===== config.mk =====
export PLATFORM = sky130hd
export DESIGN_NAME = tx_word_serializer
export DESIGN_NICKNAME = d
export VERILOG_FILES = /design/src/rtl/tx_word_serializer.sv
export SDC_FILE = /design/constraint.sdc
export NUM_CORES = 1
export LEC_CHECK = 0
export CORE_ASPECT_RATIO = 2
export CORE_MARGIN = 3
export CORE_UTILIZATION = 40
export DETAILED_ROUTE_END_ITERATION = 6
export PLACE_DENSITY = 0.74
export SLEW_MARGIN = 20
export SYNTH_ARGS = -nofsm -noshare
export SYNTH_HDL_FRONTEND = slang
export SYNTH_SLANG_ARGS = --single-unit

===== constraint.sdc =====
create_clock -name clk -period 1.7 [get_ports clk]
set_input_delay 0.34 -clock clk [delete_from_list [all_inputs] [get_ports clk]]
set_output_delay 0.34 -clock clk [all_outputs]
set_load 0.01 [all_outputs]

===== src/rtl/tx_word_serializer.sv =====
// Transmit serializer: pops one WORD_BYTES-wide word from the read-data FIFO and hands it
// to the UART transmitter one byte at a time, in either byte order.
module tx_word_serializer #(
  parameter int WORD_BYTES  = 4,
  parameter bit MSB_FIRST   = 1'b0,
  parameter int FIFO_RD_LAT = 1,
  localparam int IDX_W      = (WORD_BYTES > 1) ? $clog2(WORD_BYTES) : 1
) (
  input  logic                    clk,
  input  logic                    rst,
  input  logic                    fifo_empty,
  input  logic [8*WORD_BYTES-1:0] fifo_data,
  input  logic                    tx_done,
  output logic                    o_rden_fifo,
  output logic [7:0]              o_tx_data,
  output logic                    tx_valid,
  output logic                    o_busy,
  output logic                    o_word_done,
  output logic [IDX_W-1:0]        o_byte_idx
);

  localparam int W     = 8 * WORD_BYTES;
  localparam int CNT_W = (FIFO_RD_LAT > 1) ? $clog2(FIFO_RD_LAT) : 1;

  localparam logic [CNT_W-1:0] LAT_LOAD = CNT_W'(FIFO_RD_LAT - 1);
  localparam logic [IDX_W-1:0] LAST_IDX = IDX_W'(WORD_BYTES - 1);

  typedef enum logic [2:0] {
    S_IDLE,
    S_READ,
    S_WAIT_DATA,
    S_SEND,
    S_WAIT_DONE,
    S_DONE
  } state_t;

  state_t           state_q;
  logic [W-1:0]     shift_q;
  logic [CNT_W-1:0] lat_cnt_q;
  logic [IDX_W-1:0] byte_idx_q;
  logic             tx_done_q;
  logic             rden_q;
  logic             tx_valid_q;
  logic             busy_q;
  logic             word_done_q;
  logic [7:0]       tx_data_q;

  logic [W-1:0]     src_word_d;
  logic [W-1:0]     shift_d;
  logic [7:0]       send_byte_d;

  // The byte to send next always sits at the "head" end of the shift register.
  function automatic logic [7:0] head_byte(input logic [W-1:0] w);
    head_byte = MSB_FIRST ? w[W-1 -: 8] : w[7:0];
  endfunction

  function automatic logic [W-1:0] advance(input logic [W-1:0] w);
    advance = MSB_FIRST ? (w << 8) : (w >> 8);
  endfunction

  // NOTE: every output of a combinational block is assigned on every path, so no latch can form.
  always_comb begin
    src_word_d  = (state_q == S_WAIT_DATA) ? fifo_data : shift_q;
    send_byte_d = head_byte(src_word_d);
    shift_d     = advance(src_word_d);
  end

  // tx_done is registered and only accepted while a byte is in flight, so a pulse
  // coinciding with tx_valid (or arriving in any other state) can never advance the word.
  // NOTE: all state updates use non-blocking assignments so every register sees pre-edge values.
  always_ff @(posedge clk or posedge rst) begin
    if (rst) begin
      state_q     <= S_IDLE;
      shift_q     <= '0;
      lat_cnt_q   <= '0;
      byte_idx_q  <= '0;
      tx_done_q   <= 1'b0;
      rden_q      <= 1'b0;
      tx_valid_q  <= 1'b0;
      busy_q      <= 1'b0;
      word_done_q <= 1'b0;
      tx_data_q   <= '0;
    end else begin
      rden_q      <= 1'b0;
      tx_valid_q  <= 1'b0;
      word_done_q <= 1'b0;
      tx_done_q   <= 1'b0;

      unique case (state_q)
        S_IDLE: begin
          if (!fifo_empty) begin
            state_q <= S_READ;
            rden_q  <= 1'b1;
            busy_q  <= 1'b1;
          end
        end

        S_READ: begin
          state_q   <= S_WAIT_DATA;
          lat_cnt_q <= LAT_LOAD;
        end

        S_WAIT_DATA: begin
          if (lat_cnt_q == '0) begin
            shift_q    <= shift_d;
            tx_data_q  <= send_byte_d;
            byte_idx_q <= '0;
            tx_valid_q <= 1'b1;
            state_q    <= S_SEND;
          end else begin
            lat_cnt_q <= lat_cnt_q - 1'b1;
          end
        end

        S_SEND: begin
          state_q <= S_WAIT_DONE;
        end

        S_WAIT_DONE: begin
          tx_done_q <= tx_done & ~tx_done_q;
          if (tx_done_q) begin
            if (byte_idx_q == LAST_IDX) begin
              word_done_q <= 1'b1;
              state_q     <= S_DONE;
            end else begin
              shift_q    <= shift_d;
              tx_data_q  <= send_byte_d;
              byte_idx_q <= byte_idx_q + 1'b1;
              tx_valid_q <= 1'b1;
              state_q    <= S_SEND;
            end
          end
        end

        S_DONE: begin
          busy_q  <= 1'b0;
          state_q <= S_IDLE;
        end

        default: begin
          state_q <= S_IDLE;
        end
      endcase
    end
  end

  assign o_rden_fifo = rden_q;
  assign o_tx_data   = tx_data_q;
  assign tx_valid    = tx_valid_q;
  assign o_busy      = busy_q;
  assign o_word_done = word_done_q;
  assign o_byte_idx  = byte_idx_q;

endmodule


==> impl_metrics.py, run 1 <==
metrics = {
    "status": {
        "status": "finished, final reports clean",
    },
    "placement": {
        "dp_hpwl_um": 3080,
        "placed_cells": 242,
        "gp_congestion": 0.816,
        "place_ws_ns": -0.0756,
        "port_buffers": 49,
    },
    "floorplan": {
        "die_h_um": 103,
        "dieWidth_um": 54.4,
        "initial_core_util_pct": 42.3,
        "rows": 34,
        "pin_count": 50,
        "dieArea_mm2": 0.00558,
        "core_area_mm2": 0.00442,
    },
    "cts": {
        "clk_pin_slew_ns": 0.08,
        "ctsRootBufferMaster": "clkbuf_8",
        "cts_buffers": 5,
        "htreeDepth": 2,
        "clkSinkCount": 42,
        "clock_latency_ns": 0.29,
        "clockBufferDepth": 2,
        "cts_tree": "done",
    },
    "detailed_routing": {
        "wl_per_cell_um": 17.5,
        "dr_wl_met2_um": 2250,
        "route.detailed.drc": 0,
        "met3_length_um": 227,
        "drt_wl_total_um": 4410,
        "met1_length_um": 1810,
        "dr.first_iter.drc_count": 53,
        "highest_layer": "met4",
        "route.vias.total": 1416,
        "final_antenna_net_count": 0,
        "drt_first_pass_iters": 4,
        "avgViaCountPerCell": 5.62,
    },
    "worst_setup_path": {
        "cp_num_buf_inv": 1,
        "crit_path_start_kind": "register",
        "crit_path_top_delay_cell": "clkdlybuf4s50_1",
        "endpoint_kind": "output pin",
        "path_class": "register to output pin",
        "crit_family": "buffers and inverters",
        "worstPathCellList": "clkdlybuf4s50_1",
        "cp_slowest_stage_delay_ns": 0.57,
        "cp_max_fo": 4,
        "crit_required_ns": 1.36,
        "crit_arrival_ns": 1.26,
    },
    "grt": {
        "grt_remaining_overflow": 0,
        "gr-usage-all-layers_pct": 17.3,
        "grt_pass1_vias": 1441,
        "grt_start_max_net_pins": 43,
        "grt_pass1_wl_um": 7160,
        "antenna_found_initial": 0,
    },
    "timing": {
        "max_freq_mhz": 624,
        "finalWorstSetupSlack_ns": 0.0981,
        "setup_viol": 0,
        "skew_ns": 0.00528,
        "tightestPinTransition_ns": 0.287,
        "whs_ns": 0.421,
        "relSlewSlack_pct": 80.8,
        "finalHoldViolCount": 0,
        "finalSetupTns_ns": 0,
        "slew_violations": 0,
        "period_share_pct": 94.2,
        "rsz0062_at_grt": "no",
        "fin_crit_ns": 1.60,
    },
    "synthesis": {
        "synth_ff_type": "dfrtp_1",
        "synthCells": 143,
        "ys_ff_latch": 42,
        "postSynthAreaPerCell_um2": 13.1,
        "synth_cell_types": 32,
        "syn-num-nets": 180,
        "yosys_warnings": 0,
        "synth_edf_count": 0,
        "synth_area_mm2": 0.00187,
        "synthArstFlopShare_pct": 100,
        "yosysSeqAreaShare_pct": 56.2,
    },
    "final_layout": {
        "stdcell_count": 252,
        "diodes": 0,
        "layout_common_cells": "48 x clkdlybuf4s50_1, 42 x dfrtp_1, 25 x nand2b_1",
        "fin_nets": 234,
        "layout_commonest_cell": "clkdlybuf4s50_1",
        "drive_gt1_share_pct": 12.1,
        "area_delta_synth_final_pct": 37.0,
    },
    "pwr": {
        "powerDensity_mw_per_mm2": 1690,
        "p_leak_nw": 1.03,
        "total_power_mw": 4.32,
        "ir_worst_vdd_uv": 1050,
    },
    "worst_hold_path": {
        "min_path_type": "input port to asynchronous set/reset pin",
    },
    "flow_run": {
        "maxCapViolCount": 0,
    },
}
==> cell families after synthesis <==
| kind of cell | synth area share, % |
|---|---|
| simple gates | 16.0 |
| flops | 56.2 |
| compound gates | 22.0 |
| buf+inv | 4.68 |
| xor+xnor | 0.468 |
| fa+ha+maj | 0.669 |
==> worst reg2reg max path, stage by stage (launching register included) <==
cell and delay [ns]:
dfrtp_1 0.42, ha_1 0.25, nor2b_4 0.23, a21oi_4 0.13, inv_4 0.23, o221a_1 0.25
==> cells in the mapped netlist (all sizes together) (2+ instances only) <==
cell type  instances  area (µm²)
dfrtp             42        1050
nand2              3        13.8
nor3               2        10.0
o221a             24         270
clkbuf             3        11.3
inv                3        13.8
nand2b            25         156
or2b               2        15.0
nor3b              3        45.1
o221ai             2        17.5
o21ai              3        15.0
nor2               3        11.3
buf                7        62.6
a22o               8        70.1
nand4              2        12.5
==> worst paths after layout <==
path	start	end	slack, ns	cells after the start
hold reg to reg	shift_q[19]$_DFFE_PP0P_	shift_q[19]$_DFFE_PP0P_	0.51	1
hold / removal	rst	o_busy$_DFFE_PP0P_	0.42	3
setup reg to reg	o_byte_idx[1]$_DFFE_PP0P_	o_tx_data[1]$_DFFE_PP0P_	0.13	5
setup / recovery	o_byte_idx[1]$_DFFE_PP0P_	o_byte_idx[1]	0.1	1
min in group clk	shift_q[19]$_DFFE_PP0P_	shift_q[19]$_DFFE_PP0P_	0.51	1
max in group asynchronous	rst	o_byte_idx[1]$_DFFE_PP0P_	1.08	3
==> routing by layer <==
layer / global-route usage [%] / vias up
li1: - / 647
met1: 21.9 / 714
met2: 27.9 / 46
met5: 0 / -
met4: 8.25 / 0
met3: 3.04 / 9
==> where the power goes <==
part           leakage [nW]  switching [mW]  internal, mW
Clock                0.0514           0.339         0.438
Combinational         0.492           0.783          1.00
Sequential            0.491           0.304          1.46
==> registers in the layout, summed over array words and instances (netlist names) <==
| signal | flops |
|---|---|
| o_busy | 1 |
| o_byte_idx | 2 |
| o_rden_fifo | 1 |
| o_tx_data | 8 |
| o_word_done | 1 |
| shift_q | 24 |
| state_q | 3 |
| tx_done_q | 1 |
| tx_valid | 1 |
==> cell type report <==
class	count	area, µm²
clock buffer	6	72.6
clock inverter	2	37.5
fill	369	1860
inverter	3	13.8
multi-input combinational	88	742
sequential	42	1050
tap	54	67.6
timing repair buffer	57	578
==> timing repair <==
item,4_1_cts,5_1_grt
gates resized for setup,2,1
setup buffers,0,2
pin swaps,0,1
endpoints found under the setup margin,24,25
hold buffers,0,0
hold endpoints to repair,0,0
==> per-stage QoR <==
| step | util (%) | instance area, µm² |
|---|---|---|
| after global placement | 54.8 | 2420 |
| after CTS | 57.5 | 2540 |
| after global routing | 57.9 | 2560 |
| final | 57.9 | 2560 |
| after floorplan | - | 1870 |
| after detailed placement | 54.8 | 2420 |
(Power assumes the default switching activity.)
==> inputs of run 2 (changes only) <==
--- a/config.mk
+++ b/config.mk
@@ -7,9 +7,10 @@
 export LEC_CHECK = 0
 export CORE_ASPECT_RATIO = 2
 export CORE_MARGIN = 3
-export CORE_UTILIZATION = 40
+export CORE_UTILIZATION = 48
+export CTS_CLUSTER_DIAMETER = 80
 export DETAILED_ROUTE_END_ITERATION = 6
-export PLACE_DENSITY = 0.74
+export PLACE_DENSITY = 0.85
 export SLEW_MARGIN = 20
 export SYNTH_ARGS = -nofsm -noshare
 export SYNTH_HDL_FRONTEND = slang
==> run 2 against run 1 <==
  * Power decreased by 1.3%
  * Sequential cell count unchanged
  * Die area shrank 15%
  * Highest routed layer unchanged
==> impl_metrics.py, run 2 (same netlist as run 1, synthesis figures left out) <==
metrics = {
    "cts": {
        "ctsRootBufferMaster": "clkbuf_8",
        "htreeDepth": 2,
        "cts_tree": "done",
        "clockBufferDepth": 2,
        "cts_buffers": 5,
        "clkSinkCount": 42,
        "clock_latency_ns": 0.29,
        "clk_pin_slew_ns": 0.08,
    },
    "floorplan": {
        "pin_count": 50,
        "initial_core_util_pct": 50.8,
        "dieWidth_um": 50.1,
        "rows": 31,
        "core_area_mm2": 0.00368,
        "die_h_um": 94.3,
        "dieArea_mm2": 0.00473,
    },
    "placement": {
        "port_buffers": 49,
        "gp_congestion": 0.720,
        "dp_hpwl_um": 3080,
        "placed_cells": 237,
    },
    "final_layout": {
        "max_flop_register": "shift_q",
        "layout_common_cells": "49 x clkdlybuf4s50_1, 42 x dfrtp_1, 25 x nand2b_1",
        "drive_gt1_share_pct": 12.2,
        "area_delta_synth_final_pct": 35.4,
        "fillers": 272,
        "stdcell_count": 246,
        "diodes": 0,
        "largest_reg_flops": 24,
        "fin_nets": 233,
        "layout_commonest_cell": "clkdlybuf4s50_1",
    },
    "detailed_routing": {
        "met3_length_um": 205,
        "route.detailed.drc": 0,
        "drt_wl_total_um": 4320,
        "drt_first_pass_iters": 4,
        "met1_length_um": 1680,
        "avgViaCountPerCell": 5.85,
        "wl_per_cell_um": 17.6,
        "dr.first_iter.drc_count": 37,
        "highest_layer": "met4",
        "final_antenna_net_count": 0,
        "route.vias.total": 1440,
        "dr_wl_met2_um": 2370,
    },
    "timing": {
        "period_share_pct": 94.7,
        "finalSetupTns_ns": 0,
        "slew_violations": 0,
        "tightestPinTransition_ns": 0.520,
        "setup_viol": 0,
        "relSlewSlack_pct": 65.1,
        "fin_crit_ns": 1.61,
        "rsz0062_at_grt": "no",
        "skew_ns": 0.00294,
        "max_freq_mhz": 621,
        "finalHoldViolCount": 0,
    },
    "worst_setup_path": {
        "crit_path_start_kind": "register",
        "crit_path_top_delay_cell": "clkdlybuf4s50_1",
        "worstPathCellList": "clkdlybuf4s50_1",
        "rr_worst_depth": 5,
        "crit_required_ns": 1.36,
        "crit_family": "buffers and inverters",
        "cp_slowest_stage_delay_ns": 0.57,
        "cp_num_buf_inv": 1,
        "r2r_slack_ns": 0.11,
        "crit_arrival_ns": 1.27,
        "endpoint_kind": "output pin",
        "r2r_start": "o_byte_idx[0]$_DFFE_PP0P_",
        "timing.rr.end": "shift_q[12]$_DFFE_PP0P_",
        "cp_max_fo": 5,
        "path_class": "register to output pin",
    },
    "grt": {
        "gr-usage-all-layers_pct": 19.7,
        "antenna_found_initial": 0,
        "grt_pass1_wl_um": 7180,
        "grt_remaining_overflow": 0,
        "grt_pass1_vias": 1477,
        "grt_start_max_net_pins": 31,
    },
    "flow_run": {
        "maxCapViolCount": 0,
    },
    "pwr": {
        "powerDensity_mw_per_mm2": 1680,
        "p_leak_nw": 1.01,
        "ir_worst_vdd_uv": 1090,
    },
    "worst_hold_path": {
        "min_path_type": "input port to asynchronous set/reset pin",
    },
    "status": {
        "status": "finished, final reports clean",
    },
}
run 2: how the worst max path moves through the flow:
| stage | end | cells after the start | start | slack, ns |
|---|---|---|---|---|
| after CTS | shift_q[14]$_DFFE_PP0P_ | 5 | o_byte_idx[0]$_DFFE_PP0P_ | 0.06 |
| after global routing | shift_q[0]$_DFFE_PP0P_ | 5 | o_byte_idx[0]$_DFFE_PP0P_ | 0.009 |
| after detailed placement | shift_q[14]$_DFFE_PP0P_ | 4 | o_byte_idx[0]$_DFFE_PP0P_ | -0.09 |
| after global placement | shift_q[13]$_DFFE_PP0P_ | 4 | o_byte_idx[0]$_DFFE_PP0P_ | 0.02 |
| final | o_byte_idx[0] | 1 | o_byte_idx[0]$_DFFE_PP0P_ | 0.09 |
| after floorplan | shift_q[0]$_DFFE_PP0P_ | 5 | o_byte_idx[0]$_DFFE_PP0P_ | 0.16 |
run 2: routing by layer:
layer  GRT usage (%)  vias to the layer above
li1                -                      646
met1            23.1                      725
met2            35.3                       62
met3            3.02                        7
met4            7.39                        0
met5               0                        -
run 2: report_power, final:
| part | leakage (nW) | switching (mW) | internal, mW | total, mW |
|---|---|---|---|---|
| Sequential | 0.491 | 0.316 | 1.46 | 1.77 |
| Clock | 0.0579 | 0.330 | 0.432 | 0.762 |
| Combinational | 0.463 | 0.767 | 0.963 | 1.73 |
run 2: metrics by stage:
stage / power, mW / area [µm²] / worst slack [ns] / hold slack [ns] / utilization [%]
2_1_floorplan: 2.84 / 1870 / 0.157 / 0.411 / -
3_3_place_gp: 3.36 / 2410 / 0.0187 / 0.485 / 65.3
3_5_place_dp: 3.48 / 2410 / -0.0906 / 0.492 / 65.3
4_1_cts: 4.27 / 2520 / 0.0602 / 0.334 / 68.5
5_1_grt: 4.53 / 2530 / 0.00862 / 0.343 / 68.7
6_report: 4.26 / 2530 / 0.0908 / 0.333 / 68.7
run 2: area by class of cell:
type	instances	area (µm²)	share of cell area, %
sequential	42	1050	41.5
tap	49	61.3	2.42
inverter	3	13.8	0.543
timing repair buffer	56	556	21.9
clock inverter	3	40.0	1.58
clock buffer	5	68.8	2.72
multi-input combinational	88	742	29.3
run 2: what timing repair did:
item,4_1_cts,5_1_grt
pin swaps,0,1
buffers inserted,0,1
hold buffers,0,0
setup endpoints to repair,24,24
gates resized for setup,2,0
